## src/rtl/gray2rgb_pkg.sv

```systemverilog
// Shared types and constants for the grayscale-to-RGB Avalon-ST expander.
// Optional length checking is enabled by defining GRAY2RGB_LENGTH_CHECK_EN.
package gray2rgb_pkg;

    typedef enum logic {
        ST_IDLE   = 1'b0,
        ST_PACKET = 1'b1
    } state_t;

    typedef struct packed {
        logic [7:0] gray;
        logic       sop;
        logic       eop;
    } beat_t;

    localparam int BEAT_W = $bits(beat_t);

    localparam int R_LSB = 0;
    localparam int G_LSB = 8;
    localparam int B_LSB = 16;

    function automatic logic [23:0] expand_gray(input logic [7:0] gray);
        logic [23:0] rgb;
        rgb               = '0;
        rgb[R_LSB +: 8]   = gray;
        rgb[G_LSB +: 8]   = gray;
        rgb[B_LSB +: 8]   = gray;
        return rgb;
    endfunction

endpackage

```

## src/rtl/avalon_st_skid_buffer.sv

```systemverilog
// Generic 2-entry Avalon-ST skid buffer: output register plus one overflow
// register, with sink_ready driven straight from a flop.
module avalon_st_skid_buffer #(
    parameter int WIDTH = 8
) (
    input  logic             clk,
    input  logic             rst,
    input  logic [WIDTH-1:0] sink_data,
    input  logic             sink_valid,
    output logic             sink_ready,
    output logic [WIDTH-1:0] source_data,
    output logic             source_valid,
    input  logic             source_ready
);

    logic [WIDTH-1:0] out_q;
    logic [WIDTH-1:0] ovf_q;
    logic             out_valid_q;
    logic             ovf_valid_q;
    logic             ready_q;
    logic             sink_xfer;
    logic             out_free;
    logic             ovf_valid_d;

    assign sink_xfer = sink_valid & ready_q;
    assign out_free  = ~out_valid_q | source_ready;

    // The overflow entry only fills when the output register is held by a stall.
    always_comb begin
        ovf_valid_d = out_free ? 1'b0 : (ovf_valid_q | sink_xfer);
    end

    always_ff @(posedge clk or posedge rst) begin
        if (rst) begin
            // NOTE: the data registers are reset too, so the source bus reads 0 during reset.
            out_q       <= '0;
            ovf_q       <= '0;
            out_valid_q <= 1'b0;
            ovf_valid_q <= 1'b0;
            ready_q     <= 1'b0;
        end else begin
            if (out_free) begin
                if (ovf_valid_q) begin
                    out_q       <= ovf_q;
                    out_valid_q <= 1'b1;
                end else begin
                    out_valid_q <= sink_xfer;
                    if (sink_xfer) out_q <= sink_data;
                end
            end else if (sink_xfer) begin
                ovf_q <= sink_data;
            end
            ovf_valid_q <= ovf_valid_d;
            ready_q     <= ~ovf_valid_d;
        end
    end

    assign sink_ready   = ready_q;
    assign source_data  = out_q;
    assign source_valid = out_valid_q;

endmodule

```

## src/rtl/gray2rgb_avalon_streaming.sv

```systemverilog
// Avalon-ST 8-bit gray to 24-bit RGB expander with framing enforcement and
// sticky errors; GRAY2RGB_LENGTH_CHECK_EN adds the packet-length check.
module gray2rgb_avalon_streaming
    import gray2rgb_pkg::*;
#(
    parameter int FRAME_PIXELS = 307200,
    parameter int CNT_W        = 19
) (
    input  logic        csi_clock_reset_clk,
    input  logic        csi_clock_reset_reset,
    input  logic [7:0]  asi_sink1_data,
    input  logic        asi_sink1_startofpacket,
    input  logic        asi_sink1_endofpacket,
    input  logic        asi_sink1_valid,
    output logic        asi_sink1_ready,
    input  logic        aso_source1_ready,
    output logic [23:0] aso_source1_data,
    output logic        aso_source1_startofpacket,
    output logic        aso_source1_endofpacket,
    output logic        aso_source1_valid,
    input  logic        coe_error_clear,
    output logic        coe_framing_error,
    output logic        coe_length_error,
    output logic        coe_frame_done
);

    if ((64'd1 << CNT_W) <= 64'(FRAME_PIXELS)) begin : g_cnt_w_check
        $error("CNT_W is too narrow to count FRAME_PIXELS");
    end

    state_t           state_q, state_d;
    logic [CNT_W-1:0] cnt_q, cnt_d, cnt_inc;
    logic             sink_xfer;
    logic             fwd;
    logic             framing_set;
    logic             framing_q;
    beat_t            sink_beat;
    beat_t            src_beat;

    assign sink_xfer = asi_sink1_valid & asi_sink1_ready;
    // In a packet every beat goes through; outside one only an SOP may start a new one.
    assign fwd       = (state_q == ST_PACKET) | asi_sink1_startofpacket;
    assign cnt_inc   = (cnt_q == '1) ? cnt_q : cnt_q + 1'b1;

    always_comb begin
        // NOTE: every output of this block gets a default first, so no latch is inferred.
        state_d     = state_q;
        cnt_d       = cnt_q;
        framing_set = 1'b0;
        if (sink_xfer) begin
            if (asi_sink1_startofpacket) begin
                framing_set = (state_q == ST_PACKET);
                cnt_d       = CNT_W'(1);
                state_d     = asi_sink1_endofpacket ? ST_IDLE : ST_PACKET;
            end else if (state_q == ST_PACKET) begin
                cnt_d   = cnt_inc;
                state_d = asi_sink1_endofpacket ? ST_IDLE : ST_PACKET;
            end else begin
                framing_set = 1'b1;
            end
        end
    end

    always_ff @(posedge csi_clock_reset_clk or posedge csi_clock_reset_reset) begin
        if (csi_clock_reset_reset) begin
            state_q   <= ST_IDLE;
            cnt_q     <= '0;
            framing_q <= 1'b0;
        end else begin
            state_q   <= state_d;
            cnt_q     <= cnt_d;
            framing_q <= framing_set | (framing_q & ~coe_error_clear);
        end
    end

`ifdef GRAY2RGB_LENGTH_CHECK_EN
    localparam logic [CNT_W-1:0] FRAME_CNT = CNT_W'(FRAME_PIXELS);
    logic length_set;
    logic length_q;

    // cnt_d already includes the beat being accepted; an in-packet SOP truncates the old packet.
    always_comb begin
        length_set = 1'b0;
        if (sink_xfer) begin
            if (state_q == ST_PACKET && asi_sink1_startofpacket)
                length_set = 1'b1;
            else if (fwd && asi_sink1_endofpacket)
                length_set = (cnt_d != FRAME_CNT);
        end
    end

    always_ff @(posedge csi_clock_reset_clk or posedge csi_clock_reset_reset) begin
        if (csi_clock_reset_reset) length_q <= 1'b0;
        else                       length_q <= length_set | (length_q & ~coe_error_clear);
    end

    assign coe_length_error = length_q;
`else
    assign coe_length_error = 1'b0;
`endif

    assign sink_beat = '{gray: asi_sink1_data,
                         sop:  asi_sink1_startofpacket,
                         eop:  asi_sink1_endofpacket};

    avalon_st_skid_buffer #(
        .WIDTH (BEAT_W)
    ) u_skid (
        .clk          (csi_clock_reset_clk),
        .rst          (csi_clock_reset_reset),
        .sink_data    (sink_beat),
        .sink_valid   (asi_sink1_valid & fwd),
        .sink_ready   (asi_sink1_ready),
        .source_data  (src_beat),
        .source_valid (aso_source1_valid),
        .source_ready (aso_source1_ready)
    );

    assign aso_source1_data          = expand_gray(src_beat.gray);
    assign aso_source1_startofpacket = src_beat.sop;
    assign aso_source1_endofpacket   = src_beat.eop;
    assign coe_framing_error         = framing_q;
    assign coe_frame_done            = aso_source1_valid & aso_source1_ready & src_beat.eop;

endmodule
```

## config.mk

```make
export PLATFORM = sky130hd
export DESIGN_NAME = gray2rgb_avalon_streaming
export DESIGN_NICKNAME = d
export VERILOG_FILES = /design/src/rtl/gray2rgb_pkg.sv /design/src/rtl/avalon_st_skid_buffer.sv /design/src/rtl/gray2rgb_avalon_streaming.sv
export SDC_FILE = /design/constraint.sdc
export NUM_CORES = 1
export LEC_CHECK = 0
export ABC_AREA = 1
export CORE_MARGIN = 2
export CORE_UTILIZATION = 40
export DETAILED_ROUTE_END_ITERATION = 16
export GPL_ROUTABILITY_DRIVEN = 0
export GPL_TIMING_DRIVEN = 0
export HOLD_SLACK_MARGIN = 0.12
export PLACE_DENSITY_LB_ADDON = 0.08
export SLEW_MARGIN = 20
export SYNTH_ARGS = -nofsm -noshare
export SYNTH_HDL_FRONTEND = slang
export SYNTH_SLANG_ARGS = --single-unit
```

## constraint.sdc

```tcl
create_clock -name csi_clock_reset_clk -period 1.14 [get_ports csi_clock_reset_clk]
set_input_delay 0.114 -clock csi_clock_reset_clk [delete_from_list [all_inputs] [get_ports csi_clock_reset_clk]]
set_output_delay 0.114 -clock csi_clock_reset_clk [all_outputs]
set_load 0.03 [all_outputs]
```

== Word level (Yosys, flattened, before mapping) ==
Index checks and enable logic that the tools add are counted.

* Input port bits: 15
* Memory bits (writable): 0
* Output and inout port bits: 31
* Register bits: 25
* Memories: 0
* Bits in read-only memories: 0
* Bits in latches: 0

* Shifts and indexed selects: 0
* Reductions and logical operators: 3
* Add/sub/neg operators: 0
* Divide/modulo/power cells: 0
* Order comparisons: 0
* Mux-type cells: 10
* Equal/unequal tests: 0
* Bitwise logic cells: 14
* $mul: 0

{| class="wikitable"
|+ Operator list
! operator !! count
|-
| two-way mux 10 bit || 2
|-
| two-way mux 1 bit || 8
|-
| bitwise AND 1 bit || 6
|-
| NOT 1 bit || 4
|-
| bitwise OR 1 bit || 4
|-
| AND reduction 2 bit || 2
|-
| nonzero test 2 bit || 1
|}

== Logic depth before layout (Yosys ltp) ==
* Word-level depth: 6
* Gate-level depth with buffers: 8
* Gate-level depth less buffers: 8

== Cells and area by module ==
From an unflattened synthesis, not the netlist that was laid out.

* Cell total of the unflattened synthesis: 164
* Area, all modules: 1295.0 µm²

{| class="wikitable"
|+ Modules (own cells, without submodules)
! module !! sequential area each (µm²) !! area an instance (µm²) !! times used !! cells an instance
|-
| avalon_st_skid_buffer || 575.6 || 1044.8 || 1 || 130
|-
| gray2rgb_avalon_streaming || 50.0 || 250.2 || 1 || 34
|}

== Least setup slack after synthesis ==
No wires, ideal clock.

* Path kind: register to register
* Start: register u_skid.ready_q (netlist: u_skid.sink_ready)
* End: register u_skid.ovf_q[1]
* Buffers on the path: 1
* Arrival time: 1047 ps
* Path slack: -26 ps
* Clock period less this slack: 1166 ps
* Stages on the path, launching flop included: 7
* Required time: 1021 ps
* Path through: dfrtp_1 > nand2_2 > nor2_4 > nand2_2 > buf_6 > nand2_2 > o21ai_2

* Cells in the longest elaborated chain, start to end: 2

{| class="wikitable"
|+ RTL lines
! item !! line !! RTL
|-
| start, declared || avalon_st_skid_buffer.sv:20 || <nowiki>logic ready_q;</nowiki>
|-
| start signal, assigned || avalon_st_skid_buffer.sv:54 || <nowiki>ready_q <= ~ovf_valid_d;</nowiki>
|-
| bitwise AND 1 bit || avalon_st_skid_buffer.sv:25 || <nowiki>assign sink_xfer = sink_valid & ready_q;</nowiki>
|-
| AND reduction 2 bit (no line) || n/a ||
|-
| end signal, assigned || avalon_st_skid_buffer.sv:51 || <nowiki>ovf_q <= sink_data;</nowiki>
|-
| end, declared || avalon_st_skid_buffer.sv:17 || <nowiki>logic [WIDTH-1:0] ovf_q;</nowiki>
|}

No other way between the ends.
A chain may end at the register's enable or synchronous reset.

== Worst setup path after layout ==
* Start: register u_skid.out_valid_q (netlist: u_skid.source_valid)
* End: register u_skid.ovf_q[5]

* Cells in the longest elaborated chain, start to end: 4

{| class="wikitable"
|+ RTL lines
! item !! line !! RTL
|-
| start, declared || avalon_st_skid_buffer.sv:18 || <nowiki>logic out_valid_q;</nowiki>
|-
| start signal, assigned || avalon_st_skid_buffer.sv:47 || <nowiki>out_valid_q <= sink_xfer;</nowiki>
|-
| NOT 1 bit || avalon_st_skid_buffer.sv:26 || <nowiki>assign out_free = ~out_valid_q | source_ready;</nowiki>
|-
| bitwise OR 1 bit || avalon_st_skid_buffer.sv:26 ||
|-
| NOT 1 bit (no line) || n/a ||
|-
| AND reduction 2 bit (no line) || n/a ||
|}

No other way between the ends.

==> flow_metrics.env <==
export IMPL_synthToLayoutAreaGrowth_pct=57.5
export IMPL_hold_violations=0
export IMPL_rsz0062_at_grt="true"
export IMPL_port_buffers=44
export IMPL_ant_nets=0
export IMPL_wire_per_inst_um=11.8
export IMPL_min_period_ps=1160
export IMPL_grt_overflow_total=0
export IMPL_drt_iter0_markers=18
export IMPL_num_vias=1134
export IMPL_worstPathRequired_ps=1400
export IMPL_worstMarginPinSlew_ps=946
export IMPL_fin_crit_sh=1.01
export IMPL_worstReg2RegStart="u_skid.source_valid"
export IMPL_grt_usage=0.161
export IMPL_synth_top_cell_by_area="dfrtp_1"
export IMPL_ys_ff_latch=25
export IMPL_grt_max_degree=26
export IMPL_worstPathArrival_ps=1420
export IMPL_grt_first_pass_wirelength_um=4520
export IMPL_start_util=0.410
export IMPL_rr_endpoint="u_skid.ovf_q[5]"
export IMPL_dp_hpwl_um=1950
export IMPL_hold_path_class="primary input to async pin"
export IMPL_cts_hold_buffers=0
export IMPL_clock_skew_ps=3.37
export IMPL_boundaryPins=46
export IMPL_synthArstFlopShare=1.00
export IMPL_ys_flop_type="dfrtp_1"
export IMPL_fmax_mhz=866
export IMPL_tritoncts="yes"
export IMPL_fillers=293
export IMPL_fin_nets=228
export IMPL_cts_buffers=3
export IMPL_synth_most_common_cell="nand2_1"
export IMPL_path_class="flop to flop"
export IMPL_drive_above_1_share=0.512
export IMPL_yosysWarningCount=0
export IMPL_synth_top_area_frac=0.465
export IMPL_drv_slew=0
export IMPL_core_area_um2=3280
export IMPL_violations="setup timing"
export IMPL_diodes=0
export IMPL_endpoint_kind="flop"
export IMPL_reg2reg_depth=7
export IMPL_die_area_um2=3840
export IMPL_relSlewSlack=0.369
export IMPL_die_y_um=62.0
export IMPL_clock_root_buffer="clkbuf_4"
export IMPL_ys_seq_area_frac=0.465
export IMPL_fin_ws_ps=-15.1
export IMPL_crit_fanout=5
export IMPL_antenna_found_initial=0
export IMPL_cp_start_kind="flop"
export IMPL_ys_top_cells_by_area="dfrtp_1 47%, buf_4 9.5%, nand2_1 8.9%"
export IMPL_outcome="complete, but fails checks"
export IMPL_clock_latency_ps=320
export IMPL_ir_worst_vdd_uv=907
export IMPL_drc_errors=0
export IMPL_synth_common_cells="32 x nand2_1, 25 x dfrtp_1, 17 x buf_4, 17 x inv_1, 14 x nand2_2"
export IMPL_syn_instance_count=153
export IMPL_grt_pass1_vias=1021
export IMPL_synth_edf_count=0
export IMPL_maxCapViolations=0
export IMPL_holdWs_ps=291
export IMPL_syn_avg_cell_area_um2=8.79
export IMPL_firstDrtPassIters=4
export IMPL_h_tree_depth=1
export IMPL_wl_um=3030
export IMPL_reg2reg_slack_ps=-20
export IMPL_via_per_inst=4.41
export IMPL_row_count=21
export IMPL_powerDensity_nw_per_um2=2190
export IMPL_clockBufferDepth=2
export IMPL_die_w_um=62.0
export IMPL_finalSetupViolCount=6
export IMPL_clk_transition_reported_paths_ps=140
export IMPL_cts_sinks=25
export IMPL_syn_area_um2=1350
export IMPL_ys_types=19
export IMPL_synth_nets=169
export IMPL_dp_slack_ps=-408
export IMPL_leakage_nw=1.07
==> where the power goes <==
group          internal, mW  total, mW  switching, mW
logic                  1.36       2.78           1.42
registers              1.17       1.46          0.288
clock network         0.131      0.401          0.270
==> worst max-delay path, stage by stage (launching register included) <==
cell and delay, ps:
dfrtp_1 420, buf_4 160, nand2_8 90, inv_2 50, nand2_4 110, clkbuf_16 180
nand2_4 50, o21ai_2 50
==> cell usage in the layout (no fill, tap or decap), types with 2 or more instances in the layout <==
master | netlist | final
clkdlybuf4s50_1 | 0 | 14
inv_1 | 17 | 15
o21ai_1 | 0 | 3
buf_2 | 1 | 13
nand3_2 | 0 | 7
nand2_1 | 32 | 32
o21ai_0 | 11 | 8
inv_2 | 2 | 4
buf_6 | 4 | 36
o21ai_2 | 10 | 10
nor2_2 | 0 | 2
buf_4 | 17 | 8
clkbuf_16 | 0 | 2
nand2_4 | 1 | 9
nand2_2 | 14 | 5
dfrtp_1 | 25 | 24
buf_8 | 0 | 2
clkbuf_4 | 0 | 4
nand3_1 | 11 | 4
==> metrics by stage <==
stage               power, mW   util  instance area, um^2  std cells  TNS, ps
CTS                      4.32  0.584                 1920        252    -84.0
finish                   4.64  0.645                 2120        257    -34.5
floorplan                2.96      -                 1350        153        0
global route             4.93  0.645                 2120        257    -1690
detailed placement       3.84  0.562                 1850        243   -14450
global placement         3.79  0.562                 1850        243   -13840
==> registers in the layout (all words and copies together), names as in the netlist <==
signal	flops
u_skid.source_data	10
u_skid.ovf_q	10
u_skid.sink_ready	1
u_skid.ovf_valid_q	1
state_q	1
u_skid.source_valid	1
coe_framing_error	1
==> area by class of cell <==
| cell class | instances | area, um^2 | area share |
|---|---|---|---|
| inverter | 19 | 71.3 | 0.0337 |
| multi-input combinational | 86 | 572 | 0.270 |
| buffer | 23 | 250 | 0.118 |
| tap | 46 | 57.6 | 0.0272 |
| clock inverter | 1 | 5.00 | 0.00236 |
| timing repair buffer | 54 | 513 | 0.242 |
| sequential | 25 | 627 | 0.296 |
| clock buffer | 3 | 22.5 | 0.0106 |
==> how the worst max path moves through the flow <==
| stage | startpoint | end | depth (start not counted) |
|---|---|---|---|
| global route | state_q | u_skid.ovf_q[5] | 7 |
| finish | u_skid.source_valid | u_skid.ovf_q[5] | 7 |
| CTS | u_skid.source_data[0] | coe_frame_done | 3 |
| global placement | asi_sink1_startofpacket | u_skid.source_data[5] | 9 |
| detailed placement | asi_sink1_startofpacket | u_skid.source_data[1] | 9 |
| floorplan | u_skid.source_valid | u_skid.ovf_q[1] | 6 |
==> cell families (layout without fill, tap and decap cells) <==
logic type	after synthesis	after routing	share of synthesized area
and+or+nand+nor	61	61	0.218
adders and majority gates	1	1	0.00930
DFF	25	25	0.465
buffers and inverters	42	100	0.189
AOI/OAI and AO/OA	23	23	0.116
other	1	1	0.00279
==> metal layers <==
metal	track usage	part of all wire	up-vias
li1	-	-	569
met1	0.217	0.43	522
met2	0.269	0.51	37
met3	0.0186	0.048	6
met4	0.0547	0.017	0
met5	0	0	-
==> repair_timing <==
item,in CTS,in global routing
cloned,1,2
buffers inserted,4,3
pin swaps,1,9
endpoints found under the setup margin,46,40
resized for setup,191,39
Power figures use the tool's default switching activity.
